## config.mk

```make
export PLATFORM = sky130hd
export DESIGN_NAME = shift_reg_univ
export DESIGN_NICKNAME = d
export VERILOG_FILES = /design/src/rtl/shift_reg_pkg.sv /design/src/rtl/shift_reg_step.sv /design/src/rtl/shift_reg_univ.sv
export SDC_FILE = /design/constraint.sdc
export NUM_CORES = 1
export LEC_CHECK = 0
export CAP_MARGIN = 20
export CORE_ASPECT_RATIO = 1.4
export CORE_UTILIZATION = 44
export DETAILED_ROUTE_END_ITERATION = 10
export PLACE_DENSITY = 0.76
export SLEW_MARGIN = 20
export SYNTH_ARGS = -nofsm -noshare
export SYNTH_HDL_FRONTEND = slang
export SYNTH_SLANG_ARGS = --single-unit
export TNS_END_PERCENT = 20
```

## constraint.sdc

```tcl
create_clock -name clk -period 1.5 [get_ports clk]
set_input_delay 0.3 -clock clk [delete_from_list [all_inputs] [get_ports clk]]
set_output_delay 0.3 -clock clk [all_outputs]
set_load 0.05 [all_outputs]
```

## src/rtl/shift_reg_pkg.sv

```systemverilog
// Shared types for the universal shift register.
// Operation codes, burst FSM states and op classification.
package shift_reg_pkg;

    typedef enum logic [2:0] {
        OP_HOLD = 3'd0,
        OP_LOAD = 3'd1,
        OP_SHL  = 3'd2,
        OP_SHR  = 3'd3,
        OP_ROL  = 3'd4,
        OP_ROR  = 3'd5,
        OP_ASR  = 3'd6,
        OP_RSV  = 3'd7
    } op_e;

    typedef enum logic {
        IDLE = 1'b0,
        RUN  = 1'b1
    } state_e;

    function automatic logic is_shift_op(op_e op);
        return (op == OP_SHL) || (op == OP_SHR) ||
               (op == OP_ROL) || (op == OP_ROR) ||
               (op == OP_ASR);
    endfunction

endpackage

```

## src/rtl/shift_reg_step.sv

```systemverilog
// Combinational one-step shifter/rotator.
// Non-shift ops pass the register through unchanged.
import shift_reg_pkg::*;

module shift_reg_step #(
    parameter int WIDTH = 8,
    parameter int STEP  = 1
) (
    input  op_e              op,
    input  logic [WIDTH-1:0] out,
    input  logic [STEP-1:0]  din,
    output logic [WIDTH-1:0] next_out,
    output logic [STEP-1:0]  next_sout
);

    logic [STEP-1:0] hi;
    logic [STEP-1:0] lo;
    logic [STEP-1:0] sign_fill;

    assign hi        = out[WIDTH-1:WIDTH-STEP];
    assign lo        = out[STEP-1:0];
    assign sign_fill = {STEP{out[WIDTH-1]}};

    always_comb begin
        next_out  = out;
        next_sout = '0;
        unique case (op)
            OP_SHL: begin
                next_out  = {out[WIDTH-STEP-1:0], din};
                next_sout = hi;
            end
            OP_SHR: begin
                next_out  = {din, out[WIDTH-1:STEP]};
                next_sout = lo;
            end
            OP_ROL: begin
                next_out  = {out[WIDTH-STEP-1:0], hi};
                next_sout = hi;
            end
            OP_ROR: begin
                next_out  = {lo, out[WIDTH-1:STEP]};
                next_sout = lo;
            end
            OP_ASR: begin
                next_out  = {sign_fill, out[WIDTH-1:STEP]};
                next_sout = lo;
            end
            default: begin
                next_out  = out;
                next_sout = '0;
            end
        endcase
    end

endmodule

```

## src/rtl/shift_reg_univ.sv

```systemverilog
// Universal shift register with parallel load and counted bursts.
// Bursts replay a latched shift op; done pulses once at completion.
import shift_reg_pkg::*;

module shift_reg_univ #(
    parameter int WIDTH = 8,
    parameter int STEP  = 1,
    parameter int CNT_W = 4
) (
    input  logic             clk,
    input  logic             rstn,
    input  logic             en,
    input  logic [2:0]       op,
    input  logic [STEP-1:0]  din,
    input  logic [WIDTH-1:0] pdata,
    input  logic             start,
    input  logic [CNT_W-1:0] cnt,
    output logic [WIDTH-1:0] out,
    output logic [STEP-1:0]  sout,
    output logic             busy,
    output logic             done
);

    state_e           state;
    state_e           state_nxt;
    op_e              op_in;
    op_e              op_sel;
    op_e              lat_op;
    op_e              lat_nxt;
    logic [CNT_W-1:0] rem;
    logic [CNT_W-1:0] rem_nxt;
    logic [WIDTH-1:0] out_nxt;
    logic [STEP-1:0]  sout_nxt;
    logic             done_nxt;
    logic [WIDTH-1:0] step_out;
    logic [STEP-1:0]  step_sout;

    assign op_in  = op_e'(op);
    assign op_sel = (state == RUN) ? lat_op : op_in;
    assign busy   = (state == RUN);

    shift_reg_step #(
        .WIDTH (WIDTH),
        .STEP  (STEP)
    ) u_step (
        .op        (op_sel),
        .out       (out),
        .din       (din),
        .next_out  (step_out),
        .next_sout (step_sout)
    );

    always_ff @(posedge clk) begin
        if (!rstn) begin
            state  <= IDLE;
            lat_op <= OP_HOLD;
            rem    <= '0;
            out    <= '0;
            sout   <= '0;
            done   <= 1'b0;
        end else begin
            state  <= state_nxt;
            lat_op <= lat_nxt;
            rem    <= rem_nxt;
            out    <= out_nxt;
            sout   <= sout_nxt;
            done   <= done_nxt;
        end
    end

    always_comb begin
        state_nxt = state;
        lat_nxt   = lat_op;
        rem_nxt   = rem;
        out_nxt   = out;
        sout_nxt  = sout;
        done_nxt  = 1'b0;
        unique case (state)
            IDLE: begin
                if (en) begin
                    if (start && is_shift_op(op_in)) begin
                        // zero-length burst completes at once
                        if (cnt != '0) begin
                            state_nxt = RUN;
                            rem_nxt   = cnt;
                            lat_nxt   = op_in;
                        end else begin
                            done_nxt  = 1'b1;
                        end
                    end else if (op_in == OP_LOAD) begin
                        out_nxt = pdata;
                    end else if (is_shift_op(op_in)) begin
                        out_nxt  = step_out;
                        sout_nxt = step_sout;
                    end
                end
            end
            RUN: begin
                if (en) begin
                    out_nxt  = step_out;
                    sout_nxt = step_sout;
                    rem_nxt  = rem - CNT_W'(1);
                    if (rem == CNT_W'(1)) begin
                        state_nxt = IDLE;
                        done_nxt  = 1'b1;
                    end
                end
            end
            default: state_nxt = IDLE;
        endcase
    end

endmodule

```

# Word-level counts from Yosys, hierarchy flattened
# Cells that the tools add are included.
# totals
in_bits	20
reg_bits	18
elab_cells	72
out_inout_bits	11
# op_classes
add_sub_neg	1
n_mux	32
bitwise	1
n_eq_ne	20
n_reduce_logical	12
# ops
op	n
$mux 8	5
$pmux 8 s5	1
$eq 3x3->1 const B	6
$mux 4	4
$pmux 8 s2	1
$mux 1	15
$ne 2x2->1 const B	7
$eq 3x2->1 const B	4
$reduce_and 4->1	3
$pmux 1 s2	4
$pmux 4 s2	1
$reduce_and 5->1	1
$eq 4x1->1 const B	1
$logic_or 1x1->1	4
$reduce_bool 4->1	1
$sub 4x1->4 const B	1
$eq 3x1->1 const B	1
$mux 3	1
$ne 3x3->1 const B	1
$reduce_or 3->1	1
$reduce_or 2->1	1
$logic_and 1x1->1	1
$not 1->1	1

# Longest topological paths before layout
# Gate-level depths: netlist of run 1.
# logic_depth
word_depth	10
ltp_mapped	7
ltp_nobuf	6

# Hierarchy
# Synthesis of run 1 repeated with hierarchy kept, for this count alone.
# hier_totals
cells_unflattened	175
hier_area_um2	1478.9
# by_module_without_submodules
module	n_inst	area_per_inst_um2	cells_per_inst
shift_reg_univ	1	1116.1	127
shift_reg_step	1	362.8	48

# Worst setup path after synthesis of run 1
# OpenSTA, ideal clock, no wires.
# synth_timing
kind	reg-to-reg
from	register state, in the netlist busy
to	register out[3]
required_ns	1.361
setup_time_ns	0.139
slack_ns	-0.549
n_path_buf	1
t_arrival_ns	1.910
stages_incl_launch_ff	7
path_cell_list	dfxtp_1 -> buf_2 -> mux2_2 -> nand2b_1 -> mux2i_1 -> a21oi_1 -> o22ai_1
# synth_between
elab_chain_cells	8
elab_cells_between_ends	19
# synth_lines
item	line_no	source
start: declaration	shift_reg_univ.sv:24	state_e state;
start signal: assignment	shift_reg_univ.sv:62	state <= state_nxt;
$mux 3	shift_reg_univ.sv:39	assign op_sel = (state == RUN) ? lat_op : op_in;
$eq 3x3->1 or $eq 3x2->1 (tied branches)	shift_reg_step.sv:27	unique case (op)
$pmux 8 s5	shift_reg_step.sv:27	
$mux 8	shift_reg_univ.sv:92	end else if (is_shift_op(op_in)) begin
$mux 8	shift_reg_univ.sv:90	end else if (op_in == OP_LOAD) begin
$mux 8	shift_reg_univ.sv:81	if (start && is_shift_op(op_in)) begin
$mux 8	shift_reg_univ.sv:80	if (en) begin
$pmux 8 s2	shift_reg_univ.sv:78	unique case (state)
end signal: assignment	shift_reg_univ.sv:65	out <= out_nxt;
end: declaration	shift_reg_univ.sv:18	output logic [WIDTH-1:0] out,
# Several ways; a longest one is shown, not always the timed one. The select of a mux whose other input is x is not followed.
# A chain may end at the register's enable or synchronous reset.

# Worst setup path in the final report of run 1
# layout_timing
from	register state, in the netlist busy
to	register out[7]
# The elaborated chain is that of the path after synthesis.

==> flow_summary.rst, run 1 <==
.. list-table::
   :header-rows: 1

   * - Metric
     - Value
   * - I/O pin count
     - 31
   * - Launching element type of the critical path
     - flip-flop
   * - Clock period minus worst slack
     - 1.66 ns
   * - Overall Global Routing Usage
     - 30.1%
   * - Clock tree from TritonCTS
     - done
   * - Post-route setup slack
     - -0.164 ns
   * - Number of clock sinks
     - 18
   * - Worst Path Buf+Inv
     - 0
   * - Die Area
     - 2980 sq um
   * - DIE WIDTH
     - 46.5 um
   * - First DRT Iteration DRCs
     - 71
   * - Layout cell share with drive strength beyond 1
     - 41.0%
   * - Later-pin clock latency in the skew report
     - 0.31 ns
   * - Gate family responsible for the most delay along the worst path
     - compound AO/OA/AOI/OAI gates
   * - Detail-routed via count per cell
     - 6.16
   * - Cell-by-cell trace of the critical path
     - mux2i_4, nor2_1, a21boi_1, o211ai_1, a32o_1
   * - Remaining antenna violation count
     - 0
   * - Final Cycle Share
     - 111%
   * - Highest ir drop seen on vdd
     - 0.611 mV
   * - Total half-perimeter wirelength after legalization and detailed placement
     - 2870 um
   * - Hold Path Cell Cnt
     - 3
   * - WL/cell
     - 19.3 um
   * - Starting density of the core
     - 46.6%
   * - Non-Filler Instances
     - 236
   * - Number of flops mapped to enable cells by yosys
     - 0
   * - Max-slew violation count
     - 0
   * - Number of distinct library cells after synthesis
     - 47
   * - Category of the critical setup timing path
     - flip-flop to flip-flop
   * - R2R cell count
     - 5
   * - RSZ-0062 raised after global routing
     - true
   * - WP data arrival
     - 1.88 ns
   * - Number of input and output port buffers inserted
     - 30
   * - Net count of the finished layout
     - 223
   * - Residual DRC count
     - 0
   * - Number of logic stages on the critical path including buffering
     - 5
   * - Final hold viol count
     - 0
   * - Gr ovfl total
     - 0
   * - Cell types occupying the most area after synthesis
     - dfxtp_1, mux2i_1, a222oi_1
   * - Area of combinational cells with multiple inputs
     - 901 sq um
   * - Cell at the slowest stage of the critical path
     - dfxtp_4
   * - Cell Count Post-Placement
     - 227
   * - R2r startpoint
     - busy
   * - Ys Warns
     - 0
   * - Number of fill cells in the layout
     - 164
   * - R2R Setup Slk
     - -0.16 ns
   * - Wire length of the first global-routing pass
     - 6440 um
   * - Largest area contributor in the netlist
     - dfxtp_1
   * - Clock buffer depth
     - 2
   * - Synth Area per Inst
     - 8.63 sq um
   * - Commonest register cell after synthesis
     - dfxtp_1
   * - Final setup violation count
     - 8
   * - Num CTS Buffers
     - 3
   * - Slew HR
     - 76.2%
   * - Number of vias in the routed layout
     - 1453
   * - Post-CTS clock slew at the launch and capture registers of the worst setup and hold paths
     - 0.11 ns
   * - Iteration count of the initial detailed-routing pass
     - 5
   * - WP data required
     - 1.72 ns
   * - Top achievable clock speed
     - 601 MHz
   * - Crit Reg-Reg Endpoint
     - out[7]
   * - Top fanout value on the critical path
     - 10
   * - Fin Clk Skew
     - 0.000932 ns
   * - Vias in the first global route
     - 1413
   * - Sequential cell area
     - 367 sq um
   * - Hold WC Path Type
     - input port to flip-flop
   * - Net count after synthesis
     - 163
   * - First element of the critical path
     - busy
   * - Number of synthesized register bits
     - 18
   * - Global placer's final weighted congestion
     - 0.861
   * - Root Buffer
     - clkbuf_4
   * - Cell row count
     - 22
   * - Fraction of post-synthesis cell area in the top cell type by area
     - 29.6%
   * - Slowest cell delay on critical path
     - 0.48 ns
   * - Syn-to-layout area delta
     - 68.7%
   * - CTS HTree Levels
     - 1
   * - Synthesized netlist cell count
     - 141
   * - Area of the mapped netlist
     - 1220 sq um
   * - Sequential share of the synthesized area
     - 29.6%
   * - Number of buffers inserted by hold repair at cts
     - 0
   * - Max capacitance violation total
     - 0
   * - Antenna cells
     - 0
   * - Placeable core region
     - 2620 sq um
   * - Pin count of the biggest net entering global routing
     - 12
   * - Kind of capture point of the worst setup path
     - flip-flop
   * - Leakage component of the power
     - 0.792 nW
   * - Outcome
     - complete, but fails checks
   * - Measured slew at the worst slew-check pin
     - 0.354 ns
   * - Violated checks
     - setup timing
   * - Total power divided by cell area
     - 663 nW/um^2
   * - Chip Height
     - 64.2 um
   * - Routed wire length
     - 4550 um
   * - Number of antenna violations at the first check in global routing
     - 0
   * - Worst setup path endpoint
     - out[7]
   * - Async set or reset register ratio after synthesis
     - 0%
   * - Power, Total
     - 0.00136 W
==> cell families after synthesis <==
kind of cell / count (synthesis) / share of synthesized area, %
flip-flops: 18 / 29.6
AND/OR/NAND/NOR: 46 / 22.7
AO/OA/AOI/OAI: 43 / 26.4
XOR/XNOR: 4 / 2.88
buffers and inverters: 17 / 7.09
multiplexers: 11 / 9.25
adder cells (fa/ha/maj): 2 / 2.06
==> metal layers <==
| metal | up-vias | global-route usage, % | routed length [um] |
|---|---|---|---|
| li1 | 649 | - | - |
| met1 | 693 | 27.8 | 1590 |
| met2 | 83 | 52.4 | 2490 |
| met3 | 28 | 7.91 | 213 |
| met4 | 0 | 21.7 | 248 |
| met5 | - | 0 | 0 |
==> worst min-delay path by stage <==
| stage | start | to | slack (ns) |
|---|---|---|---|
| CTS | rem[2] | rem[2] | 0.49 |
| floorplan | rem[2] | rem[2] | 0.45 |
| finish | cnt[2] | rem[2] | 0.41 |
| detailed placement | rem[2] | rem[2] | 0.47 |
| global placement | rem[2] | rem[2] | 0.48 |
| global route | cnt[2] | rem[2] | 0.40 |
==> power by group <==
group | internal, W | total [W] | switching, W
sequential | 0.000499 | 0.000535 | 0.0000365
combinational | 0.000261 | 0.000506 | 0.000246
clock | 0.000149 | 0.000319 | 0.000171
total | 0.000908 | 0.00136 | 0.000453
==> through the flow <==
stage               TNS [ns]  utilization (%)  hold slack, ns  setup slack, ns  area (sq um)
CTS                  -0.0659             75.4           0.490          -0.0409          1970
global route          -0.962             78.5           0.402           -0.220          2050
finish                -0.426             78.5           0.412           -0.164          2050
floorplan             -0.415                -           0.455          -0.0649          1250
detailed placement    -10.66             71.1           0.473           -0.679          1860
global placement       -9.63             71.1           0.478           -0.619          1860
==> worst reg2reg max path, delay by kind of cell (launching register included) <==
kind,cells,cell delay [ns]
simple gates,1,0.13
flops,1,0.48
compound gates,3,0.60
mux,1,0.35
==> flip-flops by register name (all words and copies together) (netlist names) <==
signal	count
rem	4
lat_op	3
out	8
sout	1
busy	1
done	1
==> what timing repair did <==
action,4_1_cts,5_1_grt
gates cloned,0,0
buffers inserted,3,2
pin swaps,7,6
setup endpoints to repair,17,15
gates resized for setup,23,18
==> Yosys cell counts, drive strengths merged (2+ instances only) <==
master and count:
o22ai 7, nand2b 3, nand3 3, buf 6
mux2i 9, clkbuf 3, a221oi 3, ha 2
nand2 13, nor3 3, nor3b 2, nor4 2
nor4b 3, mux2 2, nor2 11, xnor2 3
a21oi 10, o21ai 5, a222oi 6, inv 7
dfxtp 18, a211oi 2, nand3b 2, a31oi 2
==> final cells by class <==
| type | instances | share of cell area (%) |
|---|---|---|
| clock buffer | 4 | 1.77 |
| inverter | 8 | 1.46 |
| multi-input combinational | 106 | 43.9 |
| sequential | 18 | 17.9 |
| tap | 36 | 2.19 |
| timing repair buffer | 64 | 32.8 |
==> cell usage in the layout (no fill, tap or decap), drive strengths merged, types with 2 or more instances in the layout <==
master	synthesis	routed
nor3b	2	2
o21ai	5	5
dfxtp	18	18
nand3b	2	2
o22ai	7	7
a211oi	2	2
dlymetal6s2s	0	2
nor2	11	11
a31oi	2	2
nor4	2	2
clkbuf	3	5
mux2i	9	9
mux2	2	2
a21oi	10	10
buf	6	46
ha	2	2
a222oi	6	6
nor4b	3	3
nand3	3	3
nand2b	3	3
a221oi	3	3
nand2	13	13
inv	7	7
xnor2	3	3
nor3	3	3
dlygate4sd2	0	4
clkdlybuf4s50	0	11
(Power assumes the default switching activity.)
==> run 2: changes to the inputs <==
- CORE_UTILIZATION: 44 -> 46
- SYNTH_HIERARCHICAL: not set -> 1
==> run 2 against run 1 <==
Compared with the run above: the run still ends with setup timing left; critical path depth grew 2; non-clock buffer count decreased by 2; sequential share of layout area down 2.0 points; largest power group is now combinational logic; critical path type unchanged; final cell count rose by 13%; maximum frequency fell by 13%; clock power is 28% higher; first-iteration DRC count shrank 17%; largest cell class unchanged.
==> flow_summary.rst, run 2 <==
.. list-table::
   :header-rows: 1

   * - Metric
     - Value
   * - Ys Warns
     - 6
   * - Synth Area per Inst
     - 8.45 sq um
   * - Number of distinct library cells after synthesis
     - 48
   * - R2R Setup Slk
     - -0.41 ns
   * - Clock tree from TritonCTS
     - done
   * - Outcome
     - complete, but fails checks
   * - Final Cycle Share
     - 128%
   * - Placeable core region
     - 3090 sq um
   * - Later-pin clock latency in the skew report
     - 0.26 ns
   * - First element of the critical path
     - busy
   * - Post-CTS clock slew at the launch and capture registers of the worst setup and hold paths
     - 0.07 ns
   * - Clk pwr share
     - 27.1%
   * - Final setup violation count
     - 9
   * - Layout cell share with drive strength beyond 1
     - 36.4%
   * - Global placer's final weighted congestion
     - 0.900
   * - Commonest non-fill, non-tap cell in the layout
     - buf_4
   * - Number of flops mapped to enable cells by yosys
     - 0
   * - Num CTS Buffers
     - 3
   * - Violated checks
     - setup timing
   * - WP data required
     - 1.62 ns
   * - Top cells by instance count after synthesis
     - nand2_1, mux2i_1, dfxtp_1
   * - Final hold slack
     - 0.463 ns
   * - Fin Clk Skew
     - 0.00119 ns
   * - R2r startpoint
     - busy
   * - Worst setup path endpoint
     - out[1]
   * - Placed instance area
     - 2130 sq um
   * - Number of clock sinks
     - 18
   * - Wire length of the first global-routing pass
     - 7130 um
   * - Top reg by flops
     - out
   * - Residual DRC count
     - 0
   * - Net count of the finished layout
     - 251
   * - Area of the mapped netlist
     - 1480 sq um
   * - I/O pin count
     - 31
   * - Total half-perimeter wirelength after legalization and detailed placement
     - 3170 um
   * - Die Area
     - 3450 sq um
   * - Number of buffers inserted by hold repair at cts
     - 0
   * - Most common cell in the synthesized netlist
     - nand2_1
   * - Crit Reg-Reg Endpoint
     - out[1]
   * - Cell-by-cell trace of the critical path
     - mux2_4, xnor2_4, nor2_1, a221o_1, mux2_4, nand2_1, mux2i_1
   * - WP data arrival
     - 2.04 ns
   * - Cell at the slowest stage of the critical path
     - dfxtp_4
   * - Remaining antenna violation count
     - 0
   * - Post-synthesis compound-gate area fraction
     - 20.3%
   * - Cell row count
     - 24
   * - Sequential power share
     - 35.0%
   * - CTS HTree Levels
     - 1
   * - Highest-count cells in the layout ignoring fill and taps
     - buf_4, nand2_1, mux2i_1
   * - Measured slew at the worst slew-check pin
     - 0.604 ns
   * - Final cell area excluding filler cells
     - 2290 sq um
   * - Number of flip-flops in the largest register
     - 8
   * - Async set or reset register ratio after synthesis
     - 0%
   * - Gr ovfl total
     - 0
   * - Number of synthesized register bits
     - 18
   * - WL/cell
     - 16.0 um
   * - Largest area contributor in the netlist
     - dfxtp_1
   * - DIE WIDTH
     - 49.9 um
   * - Top fanout value on the critical path
     - 8
   * - Leakage component of the power
     - 0.949 nW
   * - Share of total power in combinational logic
     - 37.8%
   * - Post-synthesis xor/xnor area fraction
     - 1.10%
   * - Max-slew violation count
     - 0
   * - Highest ir drop seen on vdd
     - 0.494 mV
   * - RSZ-0062 raised after global routing
     - true
   * - Antenna cells
     - 0
   * - Synthesized netlist cell count
     - 175
   * - Most used cell along the critical path
     - mux2_4
   * - Commonest register cell after synthesis
     - dfxtp_1
   * - Top achievable clock speed
     - 522 MHz
   * - Internal Dissipation
     - 0.00103 W
   * - Max capacitance violation total
     - 0
   * - Routed wire length
     - 4280 um
   * - Number of input and output port buffers inserted
     - 30
   * - Share of total power consumed by net switching
     - 31.6%
   * - Net switching power of the design
     - 0.000475 W
   * - Final hold viol count
     - 0
   * - Combinational family with the most area after synthesis
     - simple AND/OR/NAND/NOR gates
   * - Detail-routed via count per cell
     - 6.03
   * - Number of vias in the routed layout
     - 1609
   * - Clock buffer depth
     - 2
   * - Vias in the first global route
     - 1627
   * - Slowest cell delay on critical path
     - 0.38 ns
   * - Clock period minus worst slack
     - 1.91 ns
   * - Post-synthesis mux area share
     - 22.0%
   * - Launching element type of the critical path
     - flip-flop
   * - First DRT Iteration DRCs
     - 59
   * - Area share of and/or/nand/nor cells after synthesis
     - 23.0%
   * - Iteration count of the initial detailed-routing pass
     - 4
   * - Starting density of the core
     - 47.8%
   * - Total negative slack
     - -3.17 ns
   * - Overall Global Routing Usage
     - 26.2%
   * - R2R cell count
     - 7
   * - Number of antenna violations at the first check in global routing
     - 0
   * - Hold WC Path Type
     - flip-flop to flip-flop
   * - Net count after synthesis
     - 197
   * - Post-route setup slack
     - -0.414 ns
   * - Category of the critical setup timing path
     - flip-flop to flip-flop
   * - Kind of capture point of the worst setup path
     - flip-flop
   * - Root Buffer
     - clkbuf_8
   * - Syn-to-layout area delta
     - 55.2%
   * - Cell types occupying the most area after synthesis
     - dfxtp_1, mux2i_1, mux2_2
   * - Total power divided by cell area
     - 654 nW/um^2
   * - Fraction of post-synthesis cell area in the top cell type by area
     - 24.4%
   * - Post-synthesis adder-cell area fraction
     - 1.69%
   * - Slew HR
     - 59.7%
   * - Sequential share of the synthesized area
     - 24.4%
   * - Pin count of the biggest net entering global routing
     - 31
   * - Chip Height
     - 69.1 um
   * - Registers with the highest flip-flop counts
     - out x8, rem x4, lat_op x3
## run 2: cell count changes after synthesis, sizes merged, moves of 6 or more
cell | before | now
nand2 | 13 | 30
mux2 | 2 | 12
mux2i | 9 | 19
o22ai | 7 | 0
a21oi | 10 | 4
a222oi | 6 | 0
## run 2: kinds of logic after synthesis
logic type                 after synthesis
and+or+nand+nor                         63
adders and majority gates                2
xor gates and xnor gates                 1
muxes                                   31
buffers and inverters                   21
AOI/OAI and AO/OA                       39
DFF                                     18
## run 2: how the worst min path moves through the flow
stage,start,to,slack [ns],depth (start not counted)
2_1_floorplan,lat_op[0],lat_op[0],0.43,2
3_3_place_gp,lat_op[0],lat_op[0],0.44,2
3_5_place_dp,lat_op[2],lat_op[2],0.46,2
4_1_cts,lat_op[1],lat_op[1],0.47,2
5_1_grt,lat_op[1],lat_op[1],0.48,2
6_report,lat_op[1],lat_op[1],0.46,2
## run 2: per-layer routing
metal | track usage, % | vias to the layer above | share of wire, %
met5 | 0 | - | 0
met4 | 13.7 | 0 | 3.1
met3 | 3.09 | 18 | 4.0
met2 | 49.2 | 66 | 56
met1 | 27.2 | 772 | 37
li1 | - | 753 | -
## run 2: layout make-up
type                       instances  area [sq um]
clock buffer                       4          55.1
inverter                           8          30.0
timing repair buffer              62           674
multi-input combinational        136          1120
tap                               39          48.8
sequential                        18           364
fill                             223           798
## run 2: worst max-delay path, delay by kind of cell, from the launching register on
family	cells	cell delay [ns]
mux	3	0.69
flops	1	0.38
xor+xnor	1	0.29
compound gates	1	0.27
simple gates	2	0.15
## run 2: timing repair
item | 4_1_cts | 5_1_grt
pin swaps | 11 | 2
endpoints found under the setup margin | 17 | 13
resized for setup | 27 | 7
hold endpoints to repair | 0 | 0
setup buffers | 1 | 0
## run 2: stage by stage
step | power (W) | setup slack, ns | instances | util (%)
after floorplan | 0.000859 | -0.781 | 175 | -
after global placement | 0.00103 | -0.667 | 262 | 68.9
after CTS | 0.00149 | -0.384 | 267 | 73.1
after global routing | 0.00157 | -0.482 | 267 | 74.2
final | 0.00150 | -0.414 | 267 | 74.2
after detailed placement | 0.00105 | -0.737 | 262 | 68.9
## run 2: power by group through the flow
stage               sequential [W]  combinational (W)  clock [W]
floorplan                 0.000561           0.000299          0
global placement          0.000534           0.000497          0
detailed placement        0.000535           0.000518          0
CTS                       0.000524           0.000550   0.000418
global route              0.000528           0.000604   0.000441
finish                    0.000526           0.000568   0.000408
